--- src/rtl/mem_bridge_pkg.sv ---
// Shared types for the LC-3b memory bridge: CPU-side word/mask types and
// the bridge FSM state encoding.
package mem_bridge_pkg;

  typedef logic [15:0] lc3b_word;
  typedef logic [1:0]  lc3b_mem_wmask;

  localparam int MEMBR_TIMEOUT_W = 8;

  typedef enum logic [1:0] {
    MEMBR_IDLE,
    MEMBR_REQ,
    MEMBR_WAIT,
    MEMBR_RESP
  } lc3b_membr_state;

endpackage

--- src/rtl/mem_timeout_ctr.sv ---
// Watchdog counter for the bridge: counts cycles spent waiting on the bus
// and flags the last allowed cycle.
module mem_timeout_ctr
  import mem_bridge_pkg::*;
#(
  parameter int TIMEOUT = 255
) (
  input  logic clk,
  input  logic rst_n,
  input  logic clear,
  input  logic en,
  output logic term
);

  // term marks the TIMEOUT-th enabled cycle, i.e. the count before increment.
  localparam logic [MEMBR_TIMEOUT_W-1:0] TERM_CNT = MEMBR_TIMEOUT_W'(TIMEOUT - 1);

  logic [MEMBR_TIMEOUT_W-1:0] cnt;

  always_ff @(posedge clk or negedge rst_n) begin
    if (!rst_n) begin
      cnt <= '0;
    end else if (clear) begin
      cnt <= '0;
    end else if (en) begin
      cnt <= cnt + MEMBR_TIMEOUT_W'(1);
    end
  end

  assign term = en && (cnt == TERM_CNT);

endmodule

--- src/rtl/mem_bridge.sv ---
// Bridge from the LC-3b level-held memory port to a req/gnt/ack bus: one bus
// transaction per CPU request, single-cycle mem_resp, watchdog on dead bus.
module mem_bridge
  import mem_bridge_pkg::*;
#(
  parameter int TIMEOUT = 255
) (
  input  logic            clk,
  input  logic            rst_n,
  input  lc3b_word        mem_address,
  input  lc3b_word        mem_wdata,
  input  logic            mem_read,
  input  logic            mem_write,
  input  lc3b_mem_wmask   mem_byte_enable,
  output logic            mem_resp,
  output lc3b_word        mem_rdata,
  output logic            mem_err,
  output logic            pmem_req,
  output logic            pmem_we,
  output lc3b_word        pmem_addr,
  output lc3b_word        pmem_wdata,
  output lc3b_mem_wmask   pmem_wmask,
  input  logic            pmem_gnt,
  input  logic            pmem_ack,
  input  lc3b_word        pmem_rdata,
  output lc3b_membr_state state
);

  // Handshake: the CPU holds mem_read/mem_write until mem_resp pulses for one
  // cycle; on the bus pmem_req stays high until pmem_gnt, then pmem_ack
  // (possibly in the grant cycle) completes the transfer.

  lc3b_membr_state state_q, state_d;
  logic            start;
  logic            done_ack;
  logic            done_timeout;
  logic            term;
  logic            err_q;
  lc3b_word        rdata_q;
  lc3b_word        addr_q;
  lc3b_word        wdata_q;
  lc3b_mem_wmask   wmask_q;
  logic            we_q;

  assign start = (state_q == MEMBR_IDLE) && (mem_read || mem_write);

  mem_timeout_ctr #(
    .TIMEOUT(TIMEOUT)
  ) u_timeout (
    .clk  (clk),
    .rst_n(rst_n),
    .clear(state_q == MEMBR_IDLE),
    .en   ((state_q == MEMBR_REQ) || (state_q == MEMBR_WAIT)),
    .term (term)
  );

  always_ff @(posedge clk or negedge rst_n) begin
    if (!rst_n) begin
      state_q <= MEMBR_IDLE;
    end else begin
      state_q <= state_d;
    end
  end

  // An ack always takes priority over the watchdog in the same cycle.
  always_comb begin
    state_d      = state_q;
    done_ack     = 1'b0;
    done_timeout = 1'b0;
    case (state_q)
      MEMBR_IDLE: begin
        if (mem_read || mem_write) state_d = MEMBR_REQ;
      end
      MEMBR_REQ: begin
        if (pmem_gnt && pmem_ack) begin
          state_d  = MEMBR_RESP;
          done_ack = 1'b1;
        end else if (term) begin
          state_d      = MEMBR_RESP;
          done_timeout = 1'b1;
        end else if (pmem_gnt) begin
          state_d = MEMBR_WAIT;
        end
      end
      MEMBR_WAIT: begin
        if (pmem_ack) begin
          state_d  = MEMBR_RESP;
          done_ack = 1'b1;
        end else if (term) begin
          state_d      = MEMBR_RESP;
          done_timeout = 1'b1;
        end
      end
      MEMBR_RESP: begin
        state_d = MEMBR_IDLE;
      end
      default: begin
        state_d = MEMBR_IDLE;
      end
    endcase
  end

  always_ff @(posedge clk or negedge rst_n) begin
    if (!rst_n) begin
      addr_q  <= '0;
      wdata_q <= '0;
      wmask_q <= '0;
      we_q    <= 1'b0;
    end else if (start) begin
      addr_q  <= {mem_address[15:1], 1'b0};
      wdata_q <= mem_wdata;
      we_q    <= mem_write;
      wmask_q <= mem_write ? mem_byte_enable : 2'b11;
    end
  end

  // Read data is held between captures; a timeout reports zero data.
  always_ff @(posedge clk or negedge rst_n) begin
    if (!rst_n) begin
      rdata_q <= '0;
      err_q   <= 1'b0;
    end else if (done_ack) begin
      err_q <= 1'b0;
      if (!we_q) rdata_q <= pmem_rdata;
    end else if (done_timeout) begin
      err_q   <= 1'b1;
      rdata_q <= '0;
    end else if (state_q == MEMBR_RESP) begin
      err_q <= 1'b0;
    end
  end

  assign mem_resp   = (state_q == MEMBR_RESP);
  assign mem_err    = err_q;
  assign mem_rdata  = rdata_q;
  assign pmem_req   = (state_q == MEMBR_REQ);
  assign pmem_we    = we_q;
  assign pmem_addr  = addr_q;
  assign pmem_wdata = wdata_q;
  assign pmem_wmask = wmask_q;
  assign state      = state_q;

endmodule

--- config.mk ---
export PLATFORM = sky130hd
export DESIGN_NAME = mem_bridge
export DESIGN_NICKNAME = d
export VERILOG_FILES = /design/src/rtl/mem_bridge_pkg.sv /design/src/rtl/mem_timeout_ctr.sv /design/src/rtl/mem_bridge.sv
export SDC_FILE = /design/constraint.sdc
export NUM_CORES = 1
export LEC_CHECK = 0
export ABC_AREA = 1
export CORE_ASPECT_RATIO = 0.6
export CORE_MARGIN = 5
export CORE_UTILIZATION = 50
export CTS_CLUSTER_SIZE = 10
export DETAILED_ROUTE_END_ITERATION = 7
export DONT_BUFFER_PORTS = 1
export PLACE_DENSITY = 0.69
export SETUP_SLACK_MARGIN = 0.15
export SLEW_MARGIN = 20
export SYNTH_ARGS = -nofsm -noshare
export SYNTH_HDL_FRONTEND = slang
export SYNTH_SLANG_ARGS = --single-unit
--- constraint.sdc ---
create_clock -name clk -period 2.4 [get_ports clk]
set_input_delay 0.36 -clock clk [delete_from_list [all_inputs] [get_ports clk]]
set_output_delay 0.36 -clock clk [all_outputs]
set_load 0.005 [all_outputs]
==> summary.txt, run 1 <==
DRC errors left: 0
layout cells sized above 1: 7.937%
diode count: 0
post-synth cell types: 26
number of global-route vias before repair: 1878
Fin Setup TNS: 0 ns
Crit path depth: 9
vias per cell: 5.076
slowest CP cell: dfrtp_1
initial antenna violation count: 0
final hold vios: 0
placed wire-length estimate: 3966 um
Mean Syn Cell Area: 8.718 um^2
startpoint types: flip-flop
clock power share: 22.7%
status: finished clean
number of nets in the layout: 375
switching share of power: 38.26%
RSZ-0062 raised after global routing: no
Final Cycle Share: 76.93%
Die Wd: 104.5 um
Post-synth ARST share: 100.0%
H-tree depth: 3
CP arrival: 2.06 ns
wire per inst: 14.81 um
delay-heaviest family, CP: simple AND/OR/NAND/NOR gates
largest net degree at the start of global routing: 62
Mapped Area: 2676 um^2
main area contributors after synthesis: dfrtp_1 57%, nand2_1 22%, nand3_1 3.4%, ha_1 3.3%, buf_6 2.1%
Pre-antenna DRT Iters: 4
RePlAce Congestion: 0.7731
ANT nets after route: 0
Hold Crit Depth: 2
crit end category: flip-flop
first-pass GRT wire length: 9404 um
placed inst area: 2690 um^2
crit path cell chain: inv_1 -> ha_1 -> nand2_1 -> clkinv_2 -> nand2_4 -> nor2_8 -> inv_2 -> nand3_1 -> nand2_1
Final setup violation count: 0
clock-pin slew on the worst setup and hold paths: 0.07 ns
FMAX: 0.5416 GHz
worst-path fanout max: 17
post-synthesis sequential area ratio: 57.04%
Slew Viols, Final: 0
Total GRT Usage: 17.45%
CP Class: flip-flop to flip-flop
fin util: 56.83%
post-layout min period: 1.846 ns
die area: 6964 um^2
worst min-delay path class: input pin to flip-flop
internal power: 2.360 mW
Yosys warning count: 0
logic gate share of total power: 28.4%
Clock Latency Late Sink: 0.33 ns
R2R depth: 9
Worst Path Buf+Inv: 3
Fillers: 460
max cap viols: 0
Post-synth top flop: dfrtp_1
PostCTS Resize Cnt: 0
worst vdd ir: 0.6281 mV
CTS tree: yes
Syn Inst Count: 307
Largest stage delay, worst path: 0.50 ns
P_sw: 1.462 mW
postcts setup bufs: 0
fin area: 2915 um^2
TritonCTS buffer count: 9
Layout Skew: 0.006029 ns
pwr/cell area: 1311 nW/um^2
count leader, synth: nand2_1
static leakage: 1.590 nW
port buffer count: 0
Die Height: 66.67 um
number of synthesized flops with an enable pin: 0
GRT overflow: 0
drt total wl: 5642 um
DR iter-0 viols: 99
Initial Util: 52.17%
sequential share of power: 48.9%
final setup margin: 0.5536 ns
# clock sinks: 61
core area: 5130 um^2
top cell type's share of synthesized area: 57.04%
largest area contributor in the netlist: dfrtp_1
Root Driver: clkbuf_8
row count: 20
syn nets: 370
most used cell, CP: nand2_1
register bit total from synthesis: 61
CTS max path bufs: 2
top-level I/O count: 112
vias: 1934
Req. time, crit path: 2.61 ns
pre-CTS setup slack: 0.5259 ns
synth cell count leaders: 156 x nand2_1, 61 x dfrtp_1, 18 x nand3_1
synthesis-to-finish area growth: 8.930%
-- cells in the final DEF (no fill, tap or decap), types with 5 or more instances in the layout --
master    instances
a21oi_1           5
dfrtp_1          61
ha_1              7
nand3_1          18
o21ai_0           5
clkbuf_8         10
nor2_1           12
inv_1            15
nand2_1         156
-- worst reg2reg max path, stage by stage, from the launching register on --
cell and delay (ns):
dfrtp_1 0.50, inv_1 0.10, ha_1 0.33, nand2_1 0.07, clkinv_2 0.06, nand2_4 0.08
nor2_8 0.23, inv_2 0.19, nand3_1 0.12, nand2_1 0.06
-- kinds of logic (layout without fill, tap and decap cells) --
group	after synthesis	after routing	synth area share [%]
other cells	1	1	0.1401
compound gates	14	14	3.226
xor+xnor	1	1	0.3273
flops	61	61	57.04
buf+inv	27	35	5.563
simple gates	196	196	30.44
fa+ha+maj	7	7	3.272
-- flip-flops by register name, indices dropped and copies added (netlist names) --
signal and count:
u_timeout.cnt 8, mem_err 1, pmem_wmask 2, pmem_addr 15, pmem_wdata 16, mem_rdata 16
pmem_we 1, state 2
-- layout make-up --
cell class / instances / area, um^2 / share of cell area (%)
Timing Repair Buffer: 4 / 52.55 / 1.803
Clock inverter: 4 / 50.05 / 1.717
Tap cell: 66 / 82.58 / 2.833
Sequential cell: 61 / 1526 / 52.36
Multi-Input combinational cell: 219 / 1001 / 34.33
Inverter: 17 / 65.06 / 2.232
Clock buffer: 10 / 137.6 / 4.721
-- what timing repair did --
action	CTS	global route
hold buffers	2	0
setup endpoints to repair	0	0
hold endpoints to repair	61	0
-- metrics by stage --
| stage | power, mW | hold WS (ns) | cells |
|---|---|---|---|
| floorplan | 2.705 | 0.06441 | 307 |
| global placement | 2.918 | 0.06559 | 365 |
| detailed placement | 2.970 | 0.06547 | 365 |
| CTS | 3.887 | 0.1204 | 381 |
| global route | 4.180 | 0.1261 | 381 |
| finish | 3.822 | 0.1389 | 381 |
-- worst paths after layout --
kind	endpoint	start	slack, ns
min reg2reg	pmem_addr[6]	pmem_addr[6]	0.51
min	pmem_wdata[8]	mem_wdata[8]	0.14
max	mem_rdata[1]	state[0]	0.55
min in group asynchronous	pmem_wdata[1]	rst_n	0.56
max in group asynchronous	pmem_wdata[13]	rst_n	1.59
max reg2reg	mem_rdata[1]	state[0]	0.55
-- per-layer routing --
layer	routed length [um]	up-vias	global-route usage (%)	share of wire, %
met5	0	-	0	0
met4	82	0	6.785	1.5
met3	743	9	11.23	13
met2	2294	87	24.76	41
met1	2522	885	21.14	45
li1	-	953	-	-
-- power groups by stage --
stage               Combinational [mW]  Sequential [mW]  Clock, mW
floorplan                        0.937             1.77          0
global placement                  1.03             1.89          0
detailed placement                1.09             1.88          0
CTS                               1.11             1.88      0.899
global route                      1.29             1.93      0.952
finish                            1.08             1.87      0.869
(Power assumes the default switching activity.)
==> run 2: changes to the inputs <==
Settings changed: PLACE_DENSITY 0.69 to 0.72.
Clock period 2.4 ns to 1.6 ns, I/O delays scaled along.
==> summary.txt, run 2 (synthesis results as in run 1) <==
status: finished, violations left
failing checks: hold timing
Final setup violation count: 0
static leakage: 1.759 nW
Root Driver: clkbuf_8
vias: 2065
diode count: 0
Req. time, crit path: 1.82 ns
Met1 Wirelength: 2566 um
Fillers: 423
largest net degree at the start of global routing: 62
die area: 6964 um^2
startpoint types: flip-flop
vias per cell: 5.111
final setup margin: 0.02239 ns
worst hold margin: -0.4009 ns
core area: 5130 um^2
Routed met2 length: 2886 um
worst min-delay path class: input pin to async pin
RePlAce Congestion: 0.7506
FF-to-FF End: mem_rdata[13]
worst-path fanout max: 5
layout cells sized above 1: 18.64%
max cap viols: 0
port buffer count: 0
first-pass GRT wire length: 10410 um
DRC errors left: 0
Final Cycle Share: 98.60%
post-layout min period: 1.578 ns
final hold vios: 61
ANT nets after route: 0
Initial Util: 52.17%
pre-CTS setup slack: -0.01277 ns
highest metal layer with signal wires: met4
worst vdd ir: 0.9227 mV
placed inst area: 2791 um^2
drt total wl: 6337 um
fin util: 64.17%
# clock sinks: 61
top-level I/O count: 112
TritonCTS buffer count: 9
DR iter-0 viols: 90
synthesis-to-finish area growth: 23.00%
row count: 20
Die Wd: 104.5 um
CP arrival: 1.79 ns
most common cell after layout, fill and taps aside: nand2_1
number of global-route vias before repair: 2084
Total GRT Usage: 19.52%
H-tree depth: 3
crit end category: flip-flop
CTS max path bufs: 2
Slew Viols, Final: 0
Reg2Reg Launch Point: state[1]
Clock Latency Late Sink: 0.33 ns
Die Height: 66.67 um
initial antenna violation count: 0
WL met3: 798 um
CP Class: flip-flop to flip-flop
GRT overflow: 0
Layout Skew: 0.004825 ns
RSZ-0062 raised after global routing: yes
CTS tree: yes
Pre-antenna DRT Iters: 4
fin area: 3292 um^2
Fin Setup TNS: 0 ns
number of nets in the layout: 396
pwr/cell area: 1929 nW/um^2
FMAX: 0.6339 GHz
clock-pin slew on the worst setup and hold paths: 0.07 ns
wire per inst: 15.69 um
R2R setup slack: 0.02 ns
R2R depth: 8
most frequent cells in the layout: 152 x nand2_1, 60 x dfrtp_1, 15 x nand3_1
placed wire-length estimate: 4271 um
==> run 2: cell type report <==
cell class,instances,area (um^2),share of cell area (%)
well taps,66,82.58,2.509
multi-input cells,221,1160,35.23
clock buffers,12,165.2,5.017
clock inverters,4,31.28,0.9502
inverters,17,76.32,2.319
flip-flops and latches,61,1528,46.41
repair buffers,23,249.0,7.564
==> run 2: metal layers <==
layer / track usage [%] / vias to the layer above
met4: 6.624 / 0
met1: 24.52 / 957
met3: 11.71 / 6
met2: 27.76 / 99
met5: 0 / -
li1: - / 1003
==> run 2: timing repair <==
action / CTS / global route
cloned: 3 / 0
gates resized for setup: 16 / 25
hold buffers: 5 / 2
pin swaps: 2 / 6
hold endpoints to repair: 66 / 63
endpoints found under the setup margin: 23 / 45
buffers inserted: 2 / 1
==> run 2: critical path, stage by stage, from the launching register on <==
cell,delay [ns]
dfrtp_1,0.44
inv_2,0.10
ha_4,0.32
nand2_4,0.05
nor2_4,0.10
nand2_4,0.09
nand3b_4,0.21
nand3_2,0.10
nand2_1,0.06
==> run 2: worst max path at each step <==
stage,start,to,slack (ns),cells past startpoint
6_report,state[1],mem_rdata[13],0.02,8
5_1_grt,state[1],mem_rdata[15],-0.05,8
4_1_cts,state[1],mem_rdata[13],0.04,9
3_5_place_dp,state[0],u_timeout.cnt[5],-0.01,6
3_3_place_gp,state[1],mem_rdata[8],0.03,8
2_1_floorplan,state[1],mem_rdata[0],0.1,9
==> run 2: power breakdown <==
group	switching [mW]	total [mW]	internal [mW]
Combinational	1.27	2.25	0.985
Clock	0.588	1.28	0.691
Sequential	0.606	2.82	2.21
==> run 2: through the flow <==
step	total power, mW	instances
4_1_cts	6.223	401
5_1_grt	6.910	404
3_3_place_gp	4.627	375
6_report	6.350	404
2_1_floorplan	4.123	307
3_5_place_dp	4.710	375
==> run 3: changes to the inputs <==
Settings changed: ABC_AREA 1 to unset, CTS_BUF_LIST set to sky130_fd_sc_hd__clkbuf_4, SYNTH_HIERARCHICAL set to 1.
==> summary.txt, run 3 <==
number of global-route vias before repair: 2030
DR iter-0 viols: 116
post-layout min period: 1.765 ns
synthesis-to-finish area growth: 42.38%
top cell type's share of synthesized area: 59.43%
static leakage: 1.593 nW
die area: 6718 um^2
vias per cell: 5.588
post-synthesis mux area share: 14.03%
core area: 5030 um^2
layout cells sized above 1: 41.24%
CP Class: flip-flop to flip-flop
Layout Skew: 0.01249 ns
Req. time, crit path: 1.89 ns
Post-synth ARST share: 100.0%
RePlAce Congestion: 0.7959
clock-pin slew on the worst setup and hold paths: 0.11 ns
Final setup violation count: 22
post-synth cell types: 33
pwr/cell area: 1931 nW/um^2
most frequent cells in the layout: 60 x dfrtp_1, 48 x dlygate4sd3_1, 32 x mux2_2
synth cell count leaders: 61 x dfrtp_1, 32 x mux2_2, 10 x a22o_2
Die Height: 65.52 um
worst min-delay path class: input pin to async pin
placed wire-length estimate: 3878 um
Mapped Area: 2569 um^2
wire per inst: 20.08 um
number of synthesized flops with an enable pin: 0
status: finished, violations left
Mean Syn Cell Area: 13.66 um^2
RSZ-0062 raised after global routing: yes
CP arrival: 2.05 ns
sequential share of power: 40.5%
Pre-antenna DRT Iters: 4
startpoint types: flip-flop
Post-synth top flop: dfrtp_1
DRC errors left: 0
max cap viols: 0
initial antenna violation count: 0
post-synthesis sequential area ratio: 59.43%
vias: 1900
final hold vios: 61
failing checks: hold timing, setup timing
ANT nets after route: 0
FMAX: 0.5667 GHz
Syn Inst Count: 188
main area contributors after synthesis: dfrtp_1 59%, mux2_2 14%, a22o_2 3.9%, ha_1 3.4%, a22o_1 2.0%
switching share of power: 34.46%
Yosys warning count: 6
Clock Latency Late Sink: 0.39 ns
final setup margin: -0.1646 ns
Slew Viols, Final: 0
GRT overflow: 0
clock power share: 16.6%
Hold-fix buffers, CTS: 48
Total GRT Usage: 20.05%
CTS max path bufs: 2
Reg2Reg Launch Point: state[0]
largest net degree at the start of global routing: 62
Initial Util: 51.07%
most common cell after layout, fill and taps aside: dfrtp_1
FF-to-FF End: state[0]
count leader, synth: dfrtp_1
P_sw: 2.434 mW
worst hold margin: -0.4644 ns
crit end category: flip-flop
top-level I/O count: 112
number of nets in the layout: 332
largest area contributor in the netlist: dfrtp_1
logic gate share of total power: 42.9%
worst-path fanout max: 5
adder-cell share of the synthesized area: 3.410%
Final Cycle Share: 110.3%
diode count: 0
first-pass GRT wire length: 9977 um
internal power: 4.628 mW
row count: 20
largest family of logic cells by synthesized area: multiplexers
H-tree depth: 3
Post-Layout Cell Count: 340
port buffer count: 0
Die Wd: 102.5 um
register bit total from synthesis: 61
R2R depth: 7
worst vdd ir: 0.9117 mV
Post-Place Cells: 262
post-synthesis compound-gate area fraction: 11.20%
pre-CTS setup slack: -0.1844 ns
post-synthesis xor/xnor area fraction: 1.364%
Root Driver: clkbuf_4
syn nets: 251
drt total wl: 6826 um
CTS tree: yes
# clock sinks: 61
TritonCTS buffer count: 9
Post-Synth Simple-Gate Area: 7.793%
R2R setup slack: -0.16 ns
==> run 3: layout make-up <==
type                       count  area [um^2]
sequential                    61         1528
multi-input combinational    117         1131
fill                         305         1373
tap                           66        82.58
clock buffer                   9        67.56
inverter                       5        21.27
clock inverter                 7        90.09
timing repair buffer          75        737.0
==> run 3: cell families after synthesis <==
| family | Yosys count |
|---|---|
| XOR/XNOR | 4 |
| multiplexers | 32 |
| AND/OR/NAND/NOR | 35 |
| adder cells (fa/ha/maj) | 7 |
| AO/OA/AOI/OAI | 35 |
| buffers and inverters | 13 |
| flip-flops | 61 |
| other | 1 |
==> run 3: critical path, stage by stage (launching register included) <==
cell      delay, ns
dfrtp_2        0.44
inv_4          0.06
ha_4           0.29
nand4_1        0.13
nor2_4         0.19
a21oi_2        0.07
o31ai_1        0.23
o2bb2a_2       0.24
==> run 3: how the worst max path moves through the flow <==
stage              from           end  depth (start not counted)
6_report       state[0]      state[0]                          7
5_1_grt        state[0]      state[1]                          7
4_1_cts        state[0]      state[0]                          7
3_5_place_dp   state[1]      state[1]                          7
3_3_place_gp   state[0]      state[1]                          7
2_1_floorplan  state[0]  mem_rdata[0]                          8
==> run 3: power by group through the flow <==
stage                     combinational [mW]  sequential (mW)  clock [mW]
after global placement                  2.05             2.84           0
after floorplan                         1.70             2.72           0
after global routing                    3.29             2.93        1.28
after detailed placement                2.19             2.84           0
after CTS                               2.44             2.83        1.20
final                                   3.03             2.86        1.17
==> run 3: routing by layer <==
layer | vias to the layer above | GRT usage [%] | wire (um)
met4 | 0 | 7.856 | 46
met2 | 103 | 35.21 | 3476
met1 | 954 | 21.65 | 2664
met3 | 8 | 7.953 | 638
li1 | 835 | - | -
met5 | - | 0 | 0
==> run 3: timing repair <==
item                       CTS  global route
setup endpoints to repair   60            61
setup buffers                3             8
gates cloned                 1             2
pin swaps                    5             9
hold endpoints to repair   109            61
gates resized for setup      8            23
==> run 3: per-stage QoR <==
| stage | setup TNS (ns) | hold WS, ns | cell area [um^2] | utilization [%] | total power [mW] |
|---|---|---|---|---|---|
| finish | -2.845 | -0.4644 | 3657 | 72.71 | 7.061 |
| global route | -4.547 | -0.5221 | 3657 | 72.71 | 7.505 |
| CTS | -2.880 | -0.5044 | 3475 | 69.08 | 6.470 |
| detailed placement | -3.030 | -0.05437 | 2770 | 55.07 | 5.038 |
| global placement | -1.834 | -0.05424 | 2770 | 55.07 | 4.891 |
| floorplan | -4.266 | -0.05559 | 2626 | - | 4.414 |
